## src/rtl/monitor_stage_pipe.sv

```systemverilog
// monitor_stage_pipe: symbol/restart delay line plus report capture into sticky flags and an event FIFO.
// Define MONITOR_STAGE_TIMESTAMP_EN to build the cycle counter and carry stamps in evt_cycle.
module monitor_stage_pipe #(
   parameter int unsigned SYMBOL_W    = 8,
   parameter int unsigned NUM_REPORTS = 40,
   parameter int unsigned PIPE_DEPTH  = 1,
   parameter int unsigned FIFO_DEPTH  = 8,
   parameter int unsigned CYC_W       = 32,
   localparam int unsigned ID_W       = (NUM_REPORTS > 1) ? $clog2(NUM_REPORTS) : 1
) (
   input  logic                   clk,
   input  logic                   reset_n,
   input  logic                   run,
   input  logic                   in_reset,
   input  logic [SYMBOL_W-1:0]    in_symbols,
   input  logic [NUM_REPORTS-1:0] report_vec,
   input  logic                   clear_sticky,
   output logic [SYMBOL_W-1:0]    out_symbols,
   output logic                   out_reset,
   output logic [NUM_REPORTS-1:0] sticky_reports,
   output logic                   evt_valid,
   input  logic                   evt_ready,
   output logic [ID_W-1:0]        evt_id,
   output logic [ID_W:0]          evt_count,
   output logic [CYC_W-1:0]       evt_cycle,
   output logic                   evt_overflow
);

   localparam int unsigned PTR_W = $clog2(FIFO_DEPTH);
   localparam int unsigned CNT_W = ID_W + 1;
`ifdef MONITOR_STAGE_TIMESTAMP_EN
   localparam int unsigned ENT_W = ID_W + CNT_W + CYC_W;
`else
   localparam int unsigned ENT_W = ID_W + CNT_W;
`endif
   localparam logic [PTR_W-1:0] PTR_ONE  = PTR_W'(1);
   localparam logic [PTR_W:0]   FILL_ONE = (PTR_W + 1)'(1);
   localparam logic [PTR_W:0]   FILL_MAX = (PTR_W + 1)'(FIFO_DEPTH);

   logic [SYMBOL_W-1:0]    r_sym [PIPE_DEPTH];
   logic [PIPE_DEPTH-1:0]  r_rst;
   logic [NUM_REPORTS-1:0] r_sticky;
   logic                   r_ovf;

   logic [ENT_W-1:0]       r_mem [FIFO_DEPTH];
   logic [PTR_W-1:0]       r_wptr;
   logic [PTR_W-1:0]       r_rptr;
   logic [PTR_W:0]         r_fill;
   logic [ENT_W-1:0]       r_head;
   logic                   r_valid;

   logic [ID_W-1:0]        w_id;
   logic [CNT_W-1:0]       w_pop_cnt;
   logic [ENT_W-1:0]       w_entry;
   logic                   w_event;
   logic                   w_pop;
   logic                   w_full;
   logic                   w_accept;
   logic                   w_drop;
   logic [PTR_W-1:0]       w_rptr_nxt;
   logic [PTR_W:0]         w_fill_nxt;
   logic [ENT_W-1:0]       w_head_nxt;

   // Symbols advance only on run; the restart flag advances every clock.
   always_ff @(posedge clk or negedge reset_n) begin
      if (!reset_n) begin
         for (int i = 0; i < PIPE_DEPTH; i++) r_sym[i] <= '0;
         r_rst <= '0;
      end else begin
         if (run) begin
            r_sym[0] <= in_symbols;
            for (int i = 1; i < PIPE_DEPTH; i++) r_sym[i] <= r_sym[i-1];
         end
         r_rst[0] <= in_reset;
         for (int i = 1; i < PIPE_DEPTH; i++) r_rst[i] <= r_rst[i-1];
      end
   end

   always_comb begin
      w_id      = '0;
      w_pop_cnt = '0;
      for (int i = NUM_REPORTS - 1; i >= 0; i--) begin
         if (report_vec[i]) w_id = ID_W'(i);
         w_pop_cnt = w_pop_cnt + CNT_W'(report_vec[i]);
      end
   end

`ifdef MONITOR_STAGE_TIMESTAMP_EN
   logic [CYC_W-1:0] r_cyc;

   always_ff @(posedge clk or negedge reset_n) begin
      if (!reset_n) begin
         r_cyc <= '0;
      end else if (run) begin
         r_cyc <= in_reset ? '0 : r_cyc + CYC_W'(1);
      end
   end

   assign w_entry = {w_id, w_pop_cnt, r_cyc};
`else
   assign w_entry = {w_id, w_pop_cnt};
`endif

   assign w_event  = run & (|report_vec);
   assign w_pop    = r_valid & evt_ready;
   assign w_full   = (r_fill == FILL_MAX);
   assign w_accept = w_event & (~w_full | w_pop);
   assign w_drop   = w_event & ~w_accept;

   // Head register is loaded from the post-update FIFO state; a push landing at the new
   // read pointer is forwarded from the incoming entry since memory is not yet written.
   always_comb begin
      w_rptr_nxt = w_pop ? r_rptr + PTR_ONE : r_rptr;
      w_fill_nxt = r_fill;
      if (w_accept && !w_pop) begin
         w_fill_nxt = r_fill + FILL_ONE;
      end else if (!w_accept && w_pop) begin
         w_fill_nxt = r_fill - FILL_ONE;
      end
      w_head_nxt = '0;
      if (w_fill_nxt != '0) begin
         if (w_accept && (w_rptr_nxt == r_wptr)) w_head_nxt = w_entry;
         else                                    w_head_nxt = r_mem[w_rptr_nxt];
      end
   end

   always_ff @(posedge clk or negedge reset_n) begin
      if (!reset_n) begin
         for (int i = 0; i < FIFO_DEPTH; i++) r_mem[i] <= '0;
         r_wptr  <= '0;
         r_rptr  <= '0;
         r_fill  <= '0;
         r_head  <= '0;
         r_valid <= 1'b0;
      end else begin
         if (w_accept) begin
            r_mem[r_wptr] <= w_entry;
            r_wptr        <= r_wptr + PTR_ONE;
         end
         r_rptr  <= w_rptr_nxt;
         r_fill  <= w_fill_nxt;
         r_head  <= w_head_nxt;
         r_valid <= (w_fill_nxt != '0);
      end
   end

   always_ff @(posedge clk or negedge reset_n) begin
      if (!reset_n) begin
         r_sticky <= '0;
         r_ovf    <= 1'b0;
      end else begin
         r_sticky <= (clear_sticky ? '0 : r_sticky) | (run ? report_vec : '0);
         r_ovf    <= w_drop | (r_ovf & ~clear_sticky);
      end
   end

   assign out_symbols    = r_sym[PIPE_DEPTH-1];
   assign out_reset      = r_rst[PIPE_DEPTH-1];
   assign sticky_reports = r_sticky;
   assign evt_overflow   = r_ovf;
   assign evt_valid      = r_valid;
   assign evt_id         = r_head[ENT_W-1 -: ID_W];
   assign evt_count      = r_head[ENT_W-ID_W-1 -: CNT_W];
`ifdef MONITOR_STAGE_TIMESTAMP_EN
   assign evt_cycle      = r_head[CYC_W-1:0];
`else
   assign evt_cycle      = '0;
`endif

endmodule
```

## config.mk

```make
export PLATFORM = sky130hd
export DESIGN_NAME = monitor_stage_pipe
export DESIGN_NICKNAME = d
export VERILOG_FILES = /design/src/rtl/monitor_stage_pipe.sv
export SDC_FILE = /design/constraint.sdc
export NUM_CORES = 1
export LEC_CHECK = 0
export CAP_MARGIN = 20
export CORE_UTILIZATION = 45
export DETAILED_ROUTE_END_ITERATION = 10
export DONT_BUFFER_PORTS = 1
export MAX_ROUTING_LAYER = met4
export PLACE_DENSITY = 0.69
export RECOVER_POWER = 100
export SYNTH_ARGS = -nofsm -noshare
export SYNTH_HDL_FRONTEND = slang
export SYNTH_SLANG_ARGS = --single-unit
```

## constraint.sdc

```tcl
create_clock -name clk -period 2.7 [get_ports clk]
set_input_delay 0.405 -clock clk [delete_from_list [all_inputs] [get_ports clk]]
set_output_delay 0.405 -clock clk [all_outputs]
set_load 0.05 [all_outputs]
```

* Word-level counts from Yosys, hierarchy flattened
Index checks and enable logic that the tools add are counted.
Widths: inputs -> output; s select.
** Storage, ports and cells
- Output and inout bits :: 96
- Flip-flop bits (word level) :: 178
** Cells by class
- Equality and inequality tests :: 2
- Add/sub/neg operators :: 43
- Bitwise gates (word level) :: 13
- Muxes and demuxes :: 53
- Magnitude comparators :: 3
- Reductions and logical operators :: 8
** Operators by type and width (number)
- $mux 6 :: 40
- $add 7x1->7 :: 33
- $bwmux 104 :: 1
- $mux 40 :: 2
- $mux 13 :: 5
- $or 40x40->40 :: 1
- $reduce_or 40->1 :: 1
- $bmux 13 s3 :: 1
- $demux 13 s3 :: 1
- $ge 4x4->1 const B :: 2
- $mux 4 :: 2
- $not 3->4 :: 2
- $add 6x1->7 :: 1
- $add 3x1->3 const B :: 2
- $add 5x1->6 :: 1
- $add 4x1->5 :: 1
- $and 1x1->1 :: 5
- $add 3x1->4 :: 1
- $add 4x1->4 const B :: 1
- $eq 4x4->1 const B :: 1
- $logic_and 1x1->1 :: 4
- $lt 4x1->1 const B :: 1
- $reduce_bool 4->1 :: 1
- $sub 4x1->4 const B :: 1
- 7 further kinds :: 11

* Logic depth before layout (Yosys ltp)
Gate-level depths: netlist of run 1.
- Depth after elaboration :: 42
- Mapped depth :: 18

* Worst setup path before layout of run 1
No wires, ideal clock.
- Path kind :: input to register
- From :: in report_vec[23]
- To :: reg r_mem[31] (netlist bit)
- Arrival time :: 5.354 ns
- Stages on the path :: 15
- Library setup time :: 0.146 ns
- Path buffers :: 0
- Path slack :: -2.800 ns
- Required time :: 2.554 ns
- Cells stage by stage :: inv_1 -> fa_1 -> fa_1 -> fa_1 -> fa_1 -> inv_1 -> fa_1 -> fa_1 -> fa_1 -> ha_1 -> a21o_1 -> a21oi_1 -> o21bai_1 -> a21oi_1 -> o21ai_0
** Between the ends
- Word-level cells in the longest chain between the ends :: 25
- Elaborated cells on any way between the ends :: 28
- Those cells by class :: add/sub: 24; mux: 1; bitwise: 2; reduce/logical: 1
** RTL lines
- from (decl) :: line 16 : input logic [NUM_REPORTS-1:0] report_vec,
- $add 7x1->7 (24 in series) :: line 84 : w_pop_cnt = w_pop_cnt + CNT_W'(report_vec[i]);
- $bwmux 104 :: line 137 : r_mem[r_wptr] <= w_entry;
- to (signal, indexed assignment) :: line 137
- to (decl) :: line 45 : logic [ENT_W-1:0] r_mem [FIFO_DEPTH];
Several ways; a longest one is shown, not always the timed one.
A chain may end at the register's enable or synchronous reset.

* Final worst setup path of run 1
- From :: in report_vec[29]
- To :: reg r_mem[95] (netlist bit)
** Between the ends
- Word-level cells in the longest chain between the ends :: 31
- Elaborated cells on any way between the ends :: 34
- Those cells by class :: add/sub: 30; mux: 1; bitwise: 2; reduce/logical: 1
** RTL lines (line)
- $add 7x1->7 (30 in series) :: 84
- $bwmux 104 :: 137
Several ways; a longest one is shown, not always the timed one.

==> key figures, run 1 <==
Outcome
  – Status: complete, but fails checks
  – Failing checks: hold timing, setup timing

Global routing
  – Vias in the first global route: roughly 6300
  – Total GRT Usage: 0.2289
  – Largest net degree at the start of global routing: 170
  – Aggregate global routing overflow: 0
  – Initial antenna violation count: 0
  – First-pass GRT wire length: ~35 mm

Final layout
  – Final non-filler cell total: ~1200
  – Layout cells sized above 1: 0.2817
  – Area Overhead vs Synth: 18.64%
  – Inserted Diodes: 0
  – Layout fillers: 1653
  – Fin nets: about 990

Placed design
  – DP Wirelength: approximately 15 mm
  – DP Cell Count: roughly 1100
  – Setup Slack @ Placement: -2.778 ns
  – Port Buffers: 0
  – Global placement routability congestion: about 0.89

Detailed routing
  – Drt via density: approximately 5.5
  – Detailed-route via count: approximately 6400
  – Drt first pass iters: 4
  – DRT antenna net count: 0
  – DR DRC count: 0
  – Iteration-0 DRC Markers: between 500 and 600
  – Total Routed Length: approximately 22 mm
  – Drt wl/cell: approximately 19 um

Clocking
  – CTS Buf Count: 17
  – Clock root buffer: clkbuf_16
  – Hold Buf Count CTS: 1
  – CTS tree: built
  – H-tree Lvls: 4
  – Clk slew on worst S/H paths: approximately 0.06 ns
  – CTS sink count: 169
  – Clk_lat worst skew: ~0.43 ns
  – Clock buffer depth: 2

Critical path
  – CP max FO: 6
  – Crit. End Element: register
  – Critical R2R Capture: r_head[3]
  – Crit Path Class: primary input to register
  – Critical Path RT: approximately 3.0 ns
  – CP Launch Type: primary input
  – RR Startpoint: evt_valid
  – Arr. time, crit path: around 5.3 ns
  – FF-to-FF setup slack: -0.34 ns
  – Worst r2r path cells: 9

STA
  – Tcrit/Tclk final: 1.860
  – Final worst setup slack: -2.322 ns
  – Relative slew margins: 0.2146
  – RSZ-0062 raised after global routing: yes
  – Final worst path period need: approximately 5 ns
  – WHS: -0.3241 ns
  – Max-slew violations: 0
  – Clock Skew: about 0.0063 ns
  – Least-Margin Pin Slew: 1.178 ns
  – F_max: roughly 0.20 GHz
  – Final Hold Fails: roughly 170
  – # setup viols final: 60

Synthesis
  – Synth warn: 0
  – Cell area after synthesis: 0.009138 mm^2
  – Register bit total from synthesis: 169
  – Post-synth top flop: dfrtp_1
  – Number of synthesized flops with an enable pin: 0
  – Yosys cell types: 62
  – Post-Syn Instances: slightly above 800
  – Seq/Total Area, Yosys: 0.4628
  – Async SR Flop Fraction: 1.000
  – Avg Synthesized Cell Area: 11.20 um^2

Die
  – Die Y: ~140 um
  – I/O pins: 150
  – Core box area: roughly 0.02 mm^2
  – Starting Density: 0.4649
  – Die Footprint: about 0.021 mm^2
  – DIE WIDTH: approximately 140 um
  – Site row count: 51

Flow run
  – Max-Cap Viols: 0

Hold path
  – Worst min path class: primary input to asynchronous set/reset pin
[routing by layer]
metal  GRT usage  wire length (um)
met3     0.03311              1177
met2      0.3573             10660
met4     0.08033               462
met1      0.3055              9532
met5           -                 0
[layout by cell type (no fill, tap or decap), drive strengths merged, types with 7 or more instances in the layout]
| cell type | Yosys | final |
|---|---|---|
| a21oi | 24 | 24 |
| a221oi | 7 | 7 |
| and2 | 11 | 11 |
| buf | 43 | 66 |
| clkbuf | 23 | 34 |
| conb | 1 | 33 |
| dfrtp | 169 | 169 |
| fa | 31 | 31 |
| ha | 16 | 16 |
| inv | 107 | 110 |
| mux2 | 73 | 73 |
| mux2i | 13 | 13 |
| mux4 | 24 | 24 |
| nand2 | 80 | 80 |
| nand3 | 8 | 8 |
| nor2 | 22 | 22 |
| nor3 | 12 | 12 |
| nor4 | 10 | 10 |
| o21ai | 82 | 82 |
| xnor2 | 7 | 7 |
[stage by stage]
stage,setup TNS [ns],cell area [um^2],utilization
finish,-113.42,10840,0.5516
global placement,-134.78,9995,0.5085
detailed placement,-137.50,9995,0.5085
floorplan,-124.52,9341,-
CTS,-110.90,10860,0.5525
global route,-123.39,10840,0.5516
[state kept, by name, summed over array words and instances, names as in the netlist]
register,flops
r_mem,96
sticky_reports,40
r_head,12
out_symbols,8
r_fill,4
r_rptr,3
r_wptr,3
evt_overflow,1
evt_valid,1
out_reset,1
[synth_stat cells (all sizes together) (4+ instances only)]
master / instances / area share
xnor2: 7 / 0.0067
buf: 43 / 0.035
nor3: 12 / 0.0066
mux2: 73 / 0.090
nand3: 8 / 0.0049
mux4: 24 / 0.059
nand2: 80 / 0.033
o21ai: 82 / 0.045
mux2i: 13 / 0.014
or4: 4 / 0.0041
a221oi: 7 / 0.0094
fa: 31 / 0.068
inv: 107 / 0.044
a21oi: 24 / 0.013
nor4: 10 / 0.0068
dfrtp: 169 / 0.46
and2: 11 / 0.0077
nor2: 22 / 0.0093
clkbuf: 23 / 0.0094
ha: 16 / 0.022
xor2: 6 / 0.0058
[what timing repair did]
| item | 4_1_cts | 5_1_grt |
|---|---|---|
| endpoints found under the setup margin | 54 | 54 |
| pin swaps | 5 | 16 |
| resized for setup | 27 | 38 |
| buffers inserted | 6 | 2 |
| hold endpoints to repair | 170 | 169 |
| cloned | 1 | 0 |
[how the worst max path moves through the flow]
stage                      endpoint            from  slack, ns
after global routing      r_head[4]  report_vec[17]      -2.50
after CTS                 r_mem[17]  report_vec[17]      -2.28
after detailed placement  r_mem[95]  report_vec[17]      -2.78
after floorplan           r_mem[17]  report_vec[17]      -2.59
final                     r_mem[95]  report_vec[29]      -2.32
after global placement    r_mem[17]  report_vec[29]      -2.71
[area by class of cell]
cell class / instances / area [um^2] / share of cell area
Sequential cell: 169 / 4230 / 0.3902
Multi-Input combinational cell: 506 / 4501 / 0.4152
Clock buffer: 18 / 439.2 / 0.04051
Clock inverter: 14 / 242.7 / 0.02239
Tap cell: 265 / 331.6 / 0.03059
Timing Repair Buffer: 84 / 694.4 / 0.06406
Inverter: 107 / 401.6 / 0.03705
[worst max-delay path, stage by stage]
cell and delay (ns):
fa_1 0.52, inv_1 0.05, fa_1 0.46, fa_1 0.51
inv_1 0.05, fa_1 0.49, inv_2 0.04, fa_1 0.51
fa_1 0.42, fa_1 0.51, inv_2 0.05, ha_4 0.15
fa_2 0.34, a21o_1 0.22, a21oi_4 0.19, xnor2_2 0.13
mux2_4 0.28
[logic make-up (layout without fill, tap and decap cells)]
kind of cell,Yosys count,count (layout),share of synthesized area
compound gates,140,140,0.09558
xor+xnor,13,13,0.01246
fa+ha+maj,47,47,0.08983
buf+inv,173,223,0.08791
flops,169,169,0.4628
mux,110,110,0.1634
other cells,1,33,0.0004104
simple gates,163,163,0.08764
Power of run 1 is left out: the tool's default activity adds up to more than one toggle a clock period on the data nets, which glitch-free logic cannot reach.
==> run 2: changes to the inputs <==
- CORE_UTILIZATION: 45 -> 30
- PLACE_DENSITY: 0.69 -> 0.52
- SLEW_MARGIN: default -> 20
==> key figures, run 2 (synthesized netlist as in run 1, its figures left out) <==
Outcome
  – Status: complete, but fails checks (unchanged)
  – Failing checks: hold timing, setup timing (unchanged)

Global routing
  – Vias in the first global route: 6266 (was 6267)
  – Grt peak-use layer: met2 (unchanged)
  – Initial antenna violation count: 0 (unchanged)
  – Met3 Use GR: 0.02864 (was 0.03311)
  – Total GRT Usage: 0.1678 (was 0.2289)
  – Grt met2 use: 0.2557 (was 0.3573)
  – Aggregate global routing overflow: 0 (unchanged)
  – First-pass GRT wire length: 37.86 mm (was 34.74 mm)
  – Largest net degree at the start of global routing: 170 (unchanged)
  – Met1 Use GR: 0.2275 (was 0.3055)

STA
  – Final worst path period need: 4.956 ns (was 5.022 ns)
  – F_max: 0.2018 GHz (was 0.1991 GHz)
  – Max-slew violations: 0 (unchanged)
  – WHS: -0.3307 ns (was -0.3241 ns)
  – RSZ-0062 raised after global routing: yes (unchanged)
  – Tcrit/Tclk final: 1.835 (was 1.860)
  – Final worst setup slack: -2.256 ns (was -2.322 ns)
  – Clock Skew: 0.01062 ns (was 0.006342 ns)
  – Relative slew margins: 0.2379 (was 0.2146)
  – Final Hold Fails: 169 (unchanged)
  – # setup viols final: 61 (was 60)
  – Least-Margin Pin Slew: 1.143 ns (was 1.178 ns)

Placed design
  – Setup Slack @ Placement: -2.821 ns (was -2.778 ns)
  – Global placement routability congestion: 0.8323 (was 0.8857)
  – Port Buffers: 0 (unchanged)
  – DP Wirelength: 16.70 mm (was 14.80 mm)
  – Post-DP Area: 0.01021 mm^2 (was 0.009995 mm^2)

Critical path
  – Most used cell, CP: fa_1 (unchanged)
  – Critical path depth: 17 (unchanged)
  – Critical Path RT: 3.02 ns (was 3.01 ns)
  – Crit path cell chain: fa_1 > inv_1 > fa_1 > inv_1 > fa_1 > inv_2 > fa_1 > fa_1 > fa_1 > fa_1 > inv_2 > ha_4 > fa_2 > a21o_1 > a21oi_4 > xnor2_2 > mux2_2 (was fa_1 > inv_1 > fa_1 > fa_1 > inv_1 > fa_1 > inv_2 > fa_1 > fa_1 > fa_1 > inv_2 > ha_4 > fa_2 > a21o_1 > a21oi_4 > xnor2_2 > mux2_4)
  – Crit path buf inv count: 4 (unchanged)
  – Critical Path Max Stage Delay: 0.53 ns (was 0.52 ns)
  – CP Launch Type: primary input (unchanged)
  – Slowest stage cell, crit path: fa_1 (unchanged)
  – Crit Path Class: primary input to register (unchanged)
  – CP max FO: 5 (was 6)
  – Critical R2R Capture: r_head[9] (was r_head[3])
  – Crit. End Element: register (unchanged)
  – CP top delay family: adder cells (unchanged)
  – FF-to-FF setup slack: -0.32 ns (was -0.34 ns)
  – Worst r2r path cells: 8 (was 9)
  – Arr. time, crit path: 5.27 ns (was 5.33 ns)
  – RR Startpoint: evt_valid (unchanged)

Detailed routing
  – Drt via density: 4.777 (was 5.463)
  – Drt first pass iters: 4 (unchanged)
  – Detailed-route via count: 6186 (was 6353)
  – DRT antenna net count: 0 (unchanged)
  – Drt wl/cell: 18.68 um (was 18.78 um)
  – DR DRC count: 0 (unchanged)
  – Total Routed Length: 24.19 mm (was 21.84 mm)
  – Iteration-0 DRC Markers: 313 (was 578)

Final layout
  – Layout cells sized above 1: 0.2762 (was 0.2817)
  – Finished Cell Area: 0.01094 mm^2 (was 0.01084 mm^2)
  – Seq. cell area: 0.004230 mm^2 (unchanged)
  – Commonest cells after routing, fill and taps aside: dfrtp_1, inv_1, nand2_1 (unchanged)
  – Area Overhead vs Synth: 19.68% (was 18.64%)
  – Largest register by flop count: r_mem (unchanged)
  – Multi-input logic area: 0.004487 mm^2 (was 0.004501 mm^2)
  – Fin nets: 993 (was 986)
  – Most common cell after layout, fill and taps aside: dfrtp_1 (unchanged)
  – Layout fillers: 2951 (was 1653)
  – Largest register FFs: 96 (unchanged)
  – Inserted Diodes: 0 (unchanged)

Clocking
  – H-tree Lvls: 4 (unchanged)
  – Clock root buffer: clkbuf_16 (unchanged)
  – CTS sink count: 169 (unchanged)
  – Hold Buf Count CTS: 1 (unchanged)
  – CTS tree: built (unchanged)
  – Clk_lat worst skew: 0.44 ns (was 0.43 ns)
  – Clk slew on worst S/H paths: 0.07 ns (was 0.06 ns)
  – CTS Buf Count: 17 (unchanged)
  – Clock buffer depth: 2 (unchanged)

Die
  – Core box area: 0.02980 mm^2 (was 0.01965 mm^2)
  – Site row count: 63 (was 51)
  – DIE WIDTH: 176.5 um (was 144.5 um)
  – I/O pins: 150 (unchanged)
  – Die Footprint: 0.03116 mm^2 (was 0.02088 mm^2)
  – Starting Density: 0.3067 (was 0.4649)
  – Die Y: 176.5 um (was 144.5 um)

Hold path
  – Worst min path class: primary input to asynchronous set/reset pin (unchanged)

Flow run
  – Max-Cap Viols: 0 (unchanged)
[run 2: how the worst max path moves through the flow]
stage                         startpoint         to  slack, ns
after floorplan           report_vec[17]  r_mem[17]      -2.59
after global placement    report_vec[17]  r_head[2]      -2.80
after detailed placement  report_vec[17]  r_head[2]      -2.82
after CTS                 report_vec[17]  r_head[4]      -2.25
after global routing      report_vec[17]  r_mem[43]      -2.41
final                     report_vec[17]  r_mem[43]      -2.26
[run 2: cell type report]
cell class,count,area share
multi-input cells,506,0.4103
flip-flops and latches,169,0.3868
well taps,390,0.04462
inverters,107,0.03673
clock inverters,13,0.008924
repair buffers,91,0.07117
clock buffers,19,0.04142
[run 2: metrics by stage]
step	TNS, ns	std cells	utilization
2_1_floorplan	-124.52	848	-
3_3_place_gp	-139.06	1253	0.3426
3_5_place_dp	-139.87	1253	0.3426
4_1_cts	-107.68	1292	0.3677
5_1_grt	-121.50	1295	0.3670
6_report	-110.28	1295	0.3670
[run 2: timing repair]
item                                    4_1_cts  5_1_grt
pin swaps                                     7       14
gates resized for setup                      30       18
buffers inserted                              5        2
gates cloned                                  1        1
endpoints found under the hold margin       170      169
endpoints found under the setup margin       54       61
[run 2: routing by layer]
metal,share of wire,up-vias
li1,-,2867
met1,0.48,3138
met2,0.47,152
met3,0.037,29
met4,0.016,0
met5,0,-
Power of run 2 is left out for the same reason.
==> run 3: changes to the inputs <==
==> constraint.sdc (replaced) <==
create_clock -name clk -period 2.7 [get_ports clk]
set_input_delay 0.405 -clock clk [delete_from_list [all_inputs] [get_ports clk]]
set_output_delay 0.405 -clock clk [all_outputs]
set_load 0.1 [all_outputs]
==> key figures, run 3 (synthesized netlist as in run 1, its figures left out) <==
Final layout
  – Most common cell after layout, fill and taps aside: dfrtp_1 (unchanged)
  – Area Overhead vs Synth: 19.38% (was 19.68%)
  – Largest register FFs: 96 (unchanged)
  – Inserted Diodes: 0 (unchanged)
  – Fin nets: 994 (was 993)
  – Commonest cells after routing, fill and taps aside: dfrtp_1, inv_1, nand2_1 (unchanged)
  – Largest register by flop count: r_mem (unchanged)
  – Layout cells sized above 1: 0.2792 (was 0.2762)
  – Final non-filler cell total: 1296 (was 1295)

Die
  – Die Footprint: 0.03116 mm^2 (unchanged)
  – Site row count: 63 (unchanged)
  – I/O pins: 150 (unchanged)
  – Starting Density: 0.3067 (unchanged)
  – Die Y: 176.5 um (unchanged)
  – DIE WIDTH: 176.5 um (unchanged)
  – Core box area: 0.02980 mm^2 (unchanged)

Global routing
  – Total GRT Usage: 0.1673 (was 0.1678)
  – Largest net degree at the start of global routing: 170 (unchanged)
  – First-pass GRT wire length: 38.20 mm (was 37.86 mm)
  – Initial antenna violation count: 1 (was 0)
  – Vias in the first global route: 6363 (was 6266)
  – Aggregate global routing overflow: 0 (unchanged)

Outcome
  – Status: complete, but fails checks (unchanged)
  – Failing checks: hold timing, setup timing (unchanged)

STA
  – Final Hold Fails: 169 (unchanged)
  – Tcrit/Tclk final: 1.849 (was 1.835)
  – Setup_tns: -123.39 ns (was -110.28 ns)
  – F_max: 0.2004 GHz (was 0.2018 GHz)
  – RSZ-0062 raised after global routing: yes (unchanged)
  – Max-slew violations: 0 (unchanged)
  – Clock Skew: 0.009499 ns (was 0.01062 ns)
  – Relative slew margins: 0.1877 (was 0.2379)
  – WHS: -0.3283 ns (was -0.3307 ns)
  – Final worst setup slack: -2.291 ns (was -2.256 ns)
  – Least-Margin Pin Slew: 1.218 ns (was 1.143 ns)
  – Final worst path period need: 4.991 ns (was 4.956 ns)
  – # setup viols final: 93 (was 61)

Detailed routing
  – Detailed-route via count: 6181 (was 6186)
  – Iteration-0 DRC Markers: 396 (was 313)
  – Drt first pass iters: 5 (was 4)
  – DR DRC count: 0 (unchanged)
  – Drt via density: 4.769 (was 4.777)
  – Total Routed Length: 23.78 mm (was 24.19 mm)
  – Drt wl/cell: 18.35 um (was 18.68 um)
  – DRT antenna net count: 0 (unchanged)

Critical path
  – Critical R2R Capture: r_head[12] (was r_head[9])
  – CP Launch Point: report_vec[3] (was report_vec[17])
  – Crit Path Class: primary input to register (unchanged)
  – CP max FO: 6 (was 5)
  – Crit path capture: r_head[4] (was r_mem[43])
  – Arr. time, crit path: 5.32 ns (was 5.27 ns)
  – FF-to-FF setup slack: -0.45 ns (was -0.32 ns)
  – CP Launch Type: primary input (unchanged)
  – Critical Path RT: 3.03 ns (was 3.02 ns)
  – Crit. End Element: register (unchanged)
  – RR Startpoint: evt_valid (unchanged)
  – Worst r2r path cells: 8 (unchanged)

Clocking
  – Hold Buf Count CTS: 1 (unchanged)
  – Clk_lat worst skew: 0.43 ns (was 0.44 ns)
  – CTS Buf Count: 17 (unchanged)
  – Clock root buffer: clkbuf_16 (unchanged)
  – Clock buffer depth: 2 (unchanged)
  – H-tree Lvls: 4 (unchanged)
  – CTS tree: built (unchanged)
  – CTS sink count: 169 (unchanged)
  – Clk slew on worst S/H paths: 0.07 ns (about the same)

Placed design
  – Port Buffers: 0 (unchanged)
  – Global placement routability congestion: 0.8145 (was 0.8323)
  – DP Cell Count: 1252 (was 1253)
  – Setup Slack @ Placement: -2.763 ns (was -2.821 ns)
  – DP Wirelength: 16.59 mm (was 16.70 mm)

Flow run
  – Max-Cap Viols: 0 (unchanged)

Hold path
  – Worst min path class: primary input to asynchronous set/reset pin (unchanged)
-- run 3: cell count changes in the layout (fill, tap and decap cells not counted), sizes merged --
cell    delta
inv        +3
clkbuf     -3
clkinv     -5
bufinv     +2
buf        +4
-- run 3: area by class of cell --
| cell class | count | area, um^2 |
|---|---|---|
| timing repair buffer | 92 | 783.3 |
| clock buffer | 19 | 432.9 |
| multi-input combinational | 506 | 4418 |
| tap | 390 | 488.0 |
| inverter | 107 | 409.1 |
| fill | 2956 | 18890 |
| sequential | 169 | 4233 |
| clock inverter | 13 | 143.9 |
-- run 3: worst min path at each step --
| stage | start | end | slack (ns) | cells past startpoint |
|---|---|---|---|---|
| after floorplan | reset_n | evt_overflow | 0.11 | 0 |
| after global placement | reset_n | out_symbols[0] | 0.11 | 0 |
| after detailed placement | reset_n | out_symbols[0] | 0.11 | 0 |
| after CTS | reset_n | out_symbols[0] | -0.36 | 0 |
| after global routing | reset_n | out_symbols[6] | -0.36 | 0 |
| final | reset_n | out_symbols[6] | -0.33 | 0 |
-- run 3: routing by layer --
layer	share of wire	GRT usage	vias up
met1	0.47	0.2284	3128
met2	0.46	0.2485	160
met5	0	-	-
li1	-	-	2865
met3	0.048	0.03381	28
met4	0.021	0.05208	0
-- run 3: stage by stage --
step / util / instance area [um^2]
2_1_floorplan: - / 9373
3_3_place_gp: 0.3414 / 10170
3_5_place_dp: 0.3414 / 10170
4_1_cts: 0.3664 / 10920
5_1_grt: 0.3661 / 10910
6_report: 0.3661 / 10910
-- run 3: what timing repair did --
action | 4_1_cts | 5_1_grt
hold endpoints to repair | 170 | 169
buffers inserted | 5 | 3
endpoints found under the setup margin | 54 | 61
pin swaps | 3 | 17
cloned | 1 | 1
resized for setup | 24 | 16
-- run 3: worst max-delay path, stage by stage --
cell and delay (ns):
fa_1 0.55, inv_2 0.05, fa_2 0.56, fa_2 0.46, fa_2 0.56, fa_1 0.43, fa_1 0.46, fa_1 0.51
inv_2 0.05, ha_4 0.15, fa_2 0.33, a21o_1 0.19, a21oi_4 0.21, xor2_4 0.14, a221oi_2 0.27
Power of run 3 is left out for the same reason.
